### src/rtl/cmp_pkg.sv
// Shared types for the comparator window monitor: FSM states, the comparator
// flag bundle, the sample class index and the reference flag function.
package cmp_pkg;

  typedef enum logic {
    ACCUM  = 1'b0,
    REPORT = 1'b1
  } state_t;

  typedef struct packed {
    logic eq;
    logic gt;
    logic lt;
  } cmp_flags_t;

  typedef enum logic [1:0] {
    CLS_EQ = 2'd0,
    CLS_GT = 2'd1,
    CLS_LT = 2'd2
  } cmp_cls_t;

  // Flags a correct comparator must produce for (a, b), unsigned compare.
  // Operands arrive zero-extended so one function serves any width up to 32.
  function automatic cmp_flags_t exp_flags(input logic [31:0] a,
                                           input logic [31:0] b);
    cmp_flags_t f;
    f.eq = (a == b);
    f.gt = (a > b);
    f.lt = (a < b);
    return f;
  endfunction

endpackage

### src/rtl/cmp_sample_check.sv
// Combinational per-sample checker: validates the comparator flags against
// the true relation of a and b, classifies the sample and computes |a-b|.
module cmp_sample_check
  import cmp_pkg::*;
#(
  parameter int WIDTH = 4
) (
  input  logic [WIDTH-1:0] a,
  input  logic [WIDTH-1:0] b,
  input  cmp_flags_t       flags,
  output logic             err,
  output cmp_cls_t         cls,
  output logic [WIDTH-1:0] gap
);

  cmp_flags_t exp;

  // Error when the flags are not one-hot or disagree with the real relation.
  always_comb begin
    exp = exp_flags(32'(a), 32'(b));
    err = !$onehot(flags) || (flags != exp);
  end

  // Class index is only meaningful for non-error samples, where flags are one-hot.
  always_comb begin
    cls = CLS_EQ;
    if (flags.gt) begin
      cls = CLS_GT;
    end else if (flags.lt) begin
      cls = CLS_LT;
    end
  end

  // Larger minus smaller never wraps, so the gap fits in WIDTH bits.
  always_comb begin
    gap = (a > b) ? (a - b) : (b - a);
  end

endmodule

### src/rtl/cmp_window_monitor.sv
// Windowed monitor behind the 4-bit magnitude comparator. Counts correct
// eq/gt/lt outcomes and erroneous samples over WIN accepted samples, tracks
// the largest |a-b| and holds a report until the consumer takes it.
//
//   state  | meaning
//   -------+---------------------------------------------------------
//   ACCUM  | accepting samples, fields show live partial counts
//   REPORT | window complete, fields frozen, waiting for rep_ready
module cmp_window_monitor
  import cmp_pkg::*;
#(
  parameter int WIDTH = 4,
  parameter int WIN   = 16,
  parameter int CNT_W = $clog2(WIN + 1)
) (
  input  logic             clk,
  input  logic             rst,
  input  logic             in_valid,
  output logic             in_ready,
  input  logic [WIDTH-1:0] a,
  input  logic [WIDTH-1:0] b,
  input  logic             eq,
  input  logic             gt,
  input  logic             lt,
  output logic             rep_valid,
  input  logic             rep_ready,
  output logic [CNT_W-1:0] n_eq,
  output logic [CNT_W-1:0] n_gt,
  output logic [CNT_W-1:0] n_lt,
  output logic [CNT_W-1:0] n_err,
  output logic [WIDTH-1:0] max_gap
);

  state_t           state_q, state_d;
  logic [CNT_W-1:0] smp_q, smp_d;
  logic [CNT_W-1:0] n_eq_q, n_eq_d;
  logic [CNT_W-1:0] n_gt_q, n_gt_d;
  logic [CNT_W-1:0] n_lt_q, n_lt_d;
  logic [CNT_W-1:0] n_err_q, n_err_d;
  logic [WIDTH-1:0] max_gap_q, max_gap_d;

  cmp_flags_t       flags;
  logic             s_err;
  cmp_cls_t         s_cls;
  logic [WIDTH-1:0] s_gap;
  logic             accept;

  assign flags = '{eq: eq, gt: gt, lt: lt};

  cmp_sample_check #(
    .WIDTH (WIDTH)
  ) u_check (
    .a     (a),
    .b     (b),
    .flags (flags),
    .err   (s_err),
    .cls   (s_cls),
    .gap   (s_gap)
  );

  // Ready depends only on registered state and reset, never on in_valid;
  // gating with rst keeps it low during the reset cycle itself.
  assign in_ready  = (state_q == ACCUM) && !rst;
  assign rep_valid = (state_q == REPORT);
  assign accept    = in_valid && in_ready;

  // Next-state, counter and max-gap update.
  always_comb begin
    state_d   = state_q;
    smp_d     = smp_q;
    n_eq_d    = n_eq_q;
    n_gt_d    = n_gt_q;
    n_lt_d    = n_lt_q;
    n_err_d   = n_err_q;
    max_gap_d = max_gap_q;
    unique case (state_q)
      ACCUM: begin
        if (accept) begin
          smp_d = smp_q + CNT_W'(1);
          if (s_err) begin
            n_err_d = n_err_q + CNT_W'(1);
          end else begin
            unique case (s_cls)
              CLS_GT:  n_gt_d = n_gt_q + CNT_W'(1);
              CLS_LT:  n_lt_d = n_lt_q + CNT_W'(1);
              default: n_eq_d = n_eq_q + CNT_W'(1);
            endcase
          end
          if (s_gap > max_gap_q) begin
            max_gap_d = s_gap;
          end
          if (smp_q == CNT_W'(WIN - 1)) begin
            state_d = REPORT;
          end
        end
      end
      REPORT: begin
        if (rep_ready) begin
          state_d   = ACCUM;
          smp_d     = '0;
          n_eq_d    = '0;
          n_gt_d    = '0;
          n_lt_d    = '0;
          n_err_d   = '0;
          max_gap_d = '0;
        end
      end
      default: state_d = ACCUM;
    endcase
  end

  // State and counter registers with synchronous reset.
  always_ff @(posedge clk) begin
    if (rst) begin
      state_q   <= ACCUM;
      smp_q     <= '0;
      n_eq_q    <= '0;
      n_gt_q    <= '0;
      n_lt_q    <= '0;
      n_err_q   <= '0;
      max_gap_q <= '0;
    end else begin
      state_q   <= state_d;
      smp_q     <= smp_d;
      n_eq_q    <= n_eq_d;
      n_gt_q    <= n_gt_d;
      n_lt_q    <= n_lt_d;
      n_err_q   <= n_err_d;
      max_gap_q <= max_gap_d;
    end
  end

  assign n_eq    = n_eq_q;
  assign n_gt    = n_gt_q;
  assign n_lt    = n_lt_q;
  assign n_err   = n_err_q;
  assign max_gap = max_gap_q;

endmodule

### config.mk
export PLATFORM = sky130hd
export DESIGN_NAME = cmp_window_monitor
export DESIGN_NICKNAME = d
export VERILOG_FILES = /design/src/rtl/cmp_pkg.sv /design/src/rtl/cmp_sample_check.sv /design/src/rtl/cmp_window_monitor.sv
export SDC_FILE = /design/constraint.sdc
export NUM_CORES = 1
export LEC_CHECK = 0
export CAP_MARGIN = 5
export CORE_AREA = 4 4 66 68
export CTS_BUF_LIST = sky130_fd_sc_hd__clkbuf_8
export DETAILED_ROUTE_END_ITERATION = 6
export DIE_AREA = 0 0 70 72
export PLACE_DENSITY_LB_ADDON = 0.05
export SETUP_SLACK_MARGIN = 0.5
export SYNTH_ARGS = -nofsm -noshare
export SYNTH_HDL_FRONTEND = slang
export SYNTH_SLANG_ARGS = --single-unit
### constraint.sdc
create_clock -name clk -period 3.9 [get_ports clk]
set_clock_uncertainty 0.05 [all_clocks]
set_input_delay 0.78 -clock clk [delete_from_list [all_inputs] [get_ports clk]]
set_output_delay 0.78 -clock clk [all_outputs]
set_load 0.05 [all_outputs]
==> flow_metrics.env <==
export IMPL_rsz0062_at_grt="false"
export IMPL_hold_violations=0
export IMPL_grt_start_max_net_pins=16
export IMPL_area_delta_synth_final_pct=41.91
export IMPL_tightest_slew_ns=0.8997
export IMPL_synth_edff_count=0
export IMPL_holdBufCountCts=0
export IMPL_ant_nets=0
export IMPL_cts_max_level=2
export IMPL_synth_distinct_cells=43
export IMPL_syn_area_um2=1956
export IMPL_post_drt_wl_per_cell_um=13.36
export IMPL_grt_overflow=0
export IMPL_antenna_cells=0
export IMPL_grt_first_pass_wirelength_um=7859
export IMPL_dr_first_iter_drc_count=74
export IMPL_cts_root_buf="clkbuf_8"
export IMPL_start_util=0.5071
export IMPL_worst_ir_drop_vdd_mv=0.2436
export IMPL_min_delay_start="n_eq[4]"
export IMPL_grt_pass1_vias=1788
export IMPL_synthFlopType="dfxtp_1"
export IMPL_finalSetupViolations=0
export IMPL_hold_end="n_eq[4]"
export IMPL_crit_fanout=4
export IMPL_row_count=23
export IMPL_r2r_start="rep_valid"
export IMPL_max_freq_ghz=0.3023
export IMPL_finalSetupTns_ns=0
export IMPL_hold_path_depth=1
export IMPL_power_uw=897.1
export IMPL_cp_required_ns=4.03
export IMPL_post_route_drc_count=0
export IMPL_io_buffers=40
export IMPL_period_share=0.8481
export IMPL_cts_buffers=5
export IMPL_syn_area_per_cell_um2=8.081
export IMPL_max_slew_margin=0.4002
export IMPL_drv_slew=0
export IMPL_ys_async_sr_fraction=0
export IMPL_via_count=1920
export IMPL_die_x_um=70
export IMPL_run_status="finished, final reports clean"
export IMPL_synthesis_instances=242
export IMPL_cts_tree="done"
export IMPL_r2r_setup_slack_ns=1.55
export IMPL_drive_above_1_share=0.1960
export IMPL_critical_path_class="in2reg"
export IMPL_via_per_inst=5.470
export IMPL_worstSetupStartpointType="input port"
export IMPL_dieArea_um2=5040
export IMPL_syn_nets=277
export IMPL_yosys_warnings=0
export IMPL_worstRegToRegCells=6
export IMPL_arrival_ns=3.44
export IMPL_nets=335
export IMPL_min_path_type="reg2reg"
export IMPL_path_clk_slew_ns=0.07
export IMPL_synth_seq_cells=30
export IMPL_fin_crit_ns=3.308
export IMPL_core_area_um2=3856
export IMPL_synth_seq_area_share=0.3071
export IMPL_p_leak_nw=1.116
export IMPL_cts_num_sinks=30
export IMPL_dr_pass1_iters=4
export IMPL_crit_path_end_kind="flop"
export IMPL_maxCapViolCount=0
export IMPL_gp_congestion=0.7967
export IMPL_grt_usage=0.1910
export IMPL_ios=41
export IMPL_dp_hpwl_um=3465
export IMPL_insertion_delay_ns=0.28
export IMPL_die_h_um=72
export IMPL_antenna_found_initial=0
export IMPL_r2r_end="n_gt[4]"
export IMPL_power_density_nw_per_um2=323.2
export IMPL_drt_wl_total_um=4689
export IMPL_cts_path_max_buffers=2
## flip-flops by register name, summed over array words and instances, names as in the netlist
| register | count |
|---|---|
| n_err | 5 |
| max_gap | 4 |
| n_eq | 5 |
| rep_valid | 1 |
| n_lt | 5 |
| n_gt | 5 |
| smp_q | 5 |
## layout by cell type (no fill, tap or decap), types with 3 or more instances in the layout
cell type        Yosys  routed
o31ai_1              7       6
inv_1               21      16
inv_2                0       5
clkbuf_8             0       6
nand2b_1             8       8
dfxtp_1             30      30
a31oi_1              4       4
ha_1                17      11
buf_4                0      17
or4_1                3       3
nand2_1             21      21
clkdlybuf4s50_1      0      31
nor2b_1              7       7
nor2_1              13      13
nand3_1             20      19
o211ai_1             3       3
a21oi_1             16      12
or2_4                0       3
nand4_1              8       8
o21ai_0             16      15
and2_1               3       3
nor3_1               5       4
ha_4                 0       6
dlymetal6s2s_1       0       4
## critical path: stages
cell and delay (ns):
dlygate4sd2_1 0.31, fa_2 0.36, nand3b_1 0.23, buf_4 0.17, buf_4 0.13, nand2_1 0.13
a211oi_2 0.11, or2_4 0.26, ha_4 0.26, nand2_1 0.05, o21ai_2 0.12, nand3_2 0.12
buf_4 0.17, o31ai_1 0.22
## cell usage after synthesis (4+ instances only)
cell type   n  area, um2
a31oi_1     4      25.02
o21ai_0    16      80.08
o31ai_1     7      52.55
nor3_1      5      25.02
ha_1       17      212.7
nand4_1     8      50.05
dfxtp_1    30      600.6
nand2_1    21      78.83
or2_2       4      25.02
nand2b_1    8      50.05
a21oi_1    16      80.08
nor2_1     13      48.80
nor2b_1     7      43.79
clkbuf_1    4      15.01
inv_1      21      78.83
nand3_1    20      100.1
## power by group
part           internal, mW  total, mW  leakage (nW)  switching, mW
registers             0.320      0.331         0.243         0.0119
logic                 0.141      0.305         0.826          0.164
clock network         0.142      0.261        0.0472          0.119
## routing by layer
layer  GRT usage  vias up  routed length, um  share of wire
met5           0        -                  0              0
met1      0.2282      883               2112           0.45
li1            -      986                  -              -
met3     0.04848        7                209          0.045
met2      0.3274       44               2297           0.49
met4     0.08085        0                 70          0.015
## logic make-up (layout without fill, tap and decap cells)
kind of cell,after synthesis,after routing,synth area share
muxes,2,2,0.01024
DFF,30,30,0.3071
AOI/OAI and AO/OA,59,59,0.2015
adders and majority gates,20,20,0.1395
buffers and inverters,28,87,0.06206
and+or+nand+nor,101,101,0.2706
xor gates and xnor gates,2,2,0.008959
## stage by stage
step	setup WS, ns	instance area (um2)	hold slack (ns)	util	instances
floorplan	0.5161	1989	0.3895	-	242
global placement	0.02938	2472	0.4062	0.6411	332
detailed placement	-0.08905	2472	0.4075	0.6411	332
CTS	0.5354	2686	0.4302	0.6966	346
global route	0.4446	2775	0.4568	0.7197	351
finish	0.5924	2775	0.4268	0.7197	351
## repair_timing
action / in CTS / in global routing
resized for setup: 18 / 19
endpoints found under the setup margin: 4 / 5
endpoints found under the hold margin: 0 / 0
pin swaps: 9 / 12
setup buffers: 6 / 5
## worst max path at each step
| stage | from | end | slack [ns] | depth (start not counted) |
|---|---|---|---|---|
| after floorplan | a[0] | max_gap[0] | 0.52 | 15 |
| after global placement | a[0] | max_gap[0] | 0.03 | 16 |
| after detailed placement | a[0] | max_gap[0] | -0.09 | 16 |
| after CTS | a[2] | max_gap[1] | 0.54 | 16 |
| after global routing | a[1] | max_gap[3] | 0.44 | 15 |
| final | b[1] | max_gap[3] | 0.59 | 14 |
## area by class of cell
| cell class | instances | area [um2] |
|---|---|---|
| fillers | 312 | 1081 |
| inverters | 21 | 78.83 |
| well taps | 50 | 62.56 |
| clock inverters | 2 | 12.51 |
| multi-input cells | 184 | 1391 |
| flip-flops and latches | 30 | 600.6 |
| clock buffers | 6 | 82.58 |
| repair buffers | 58 | 546.8 |
No activity file was read; power rests on OpenSTA's default activity.
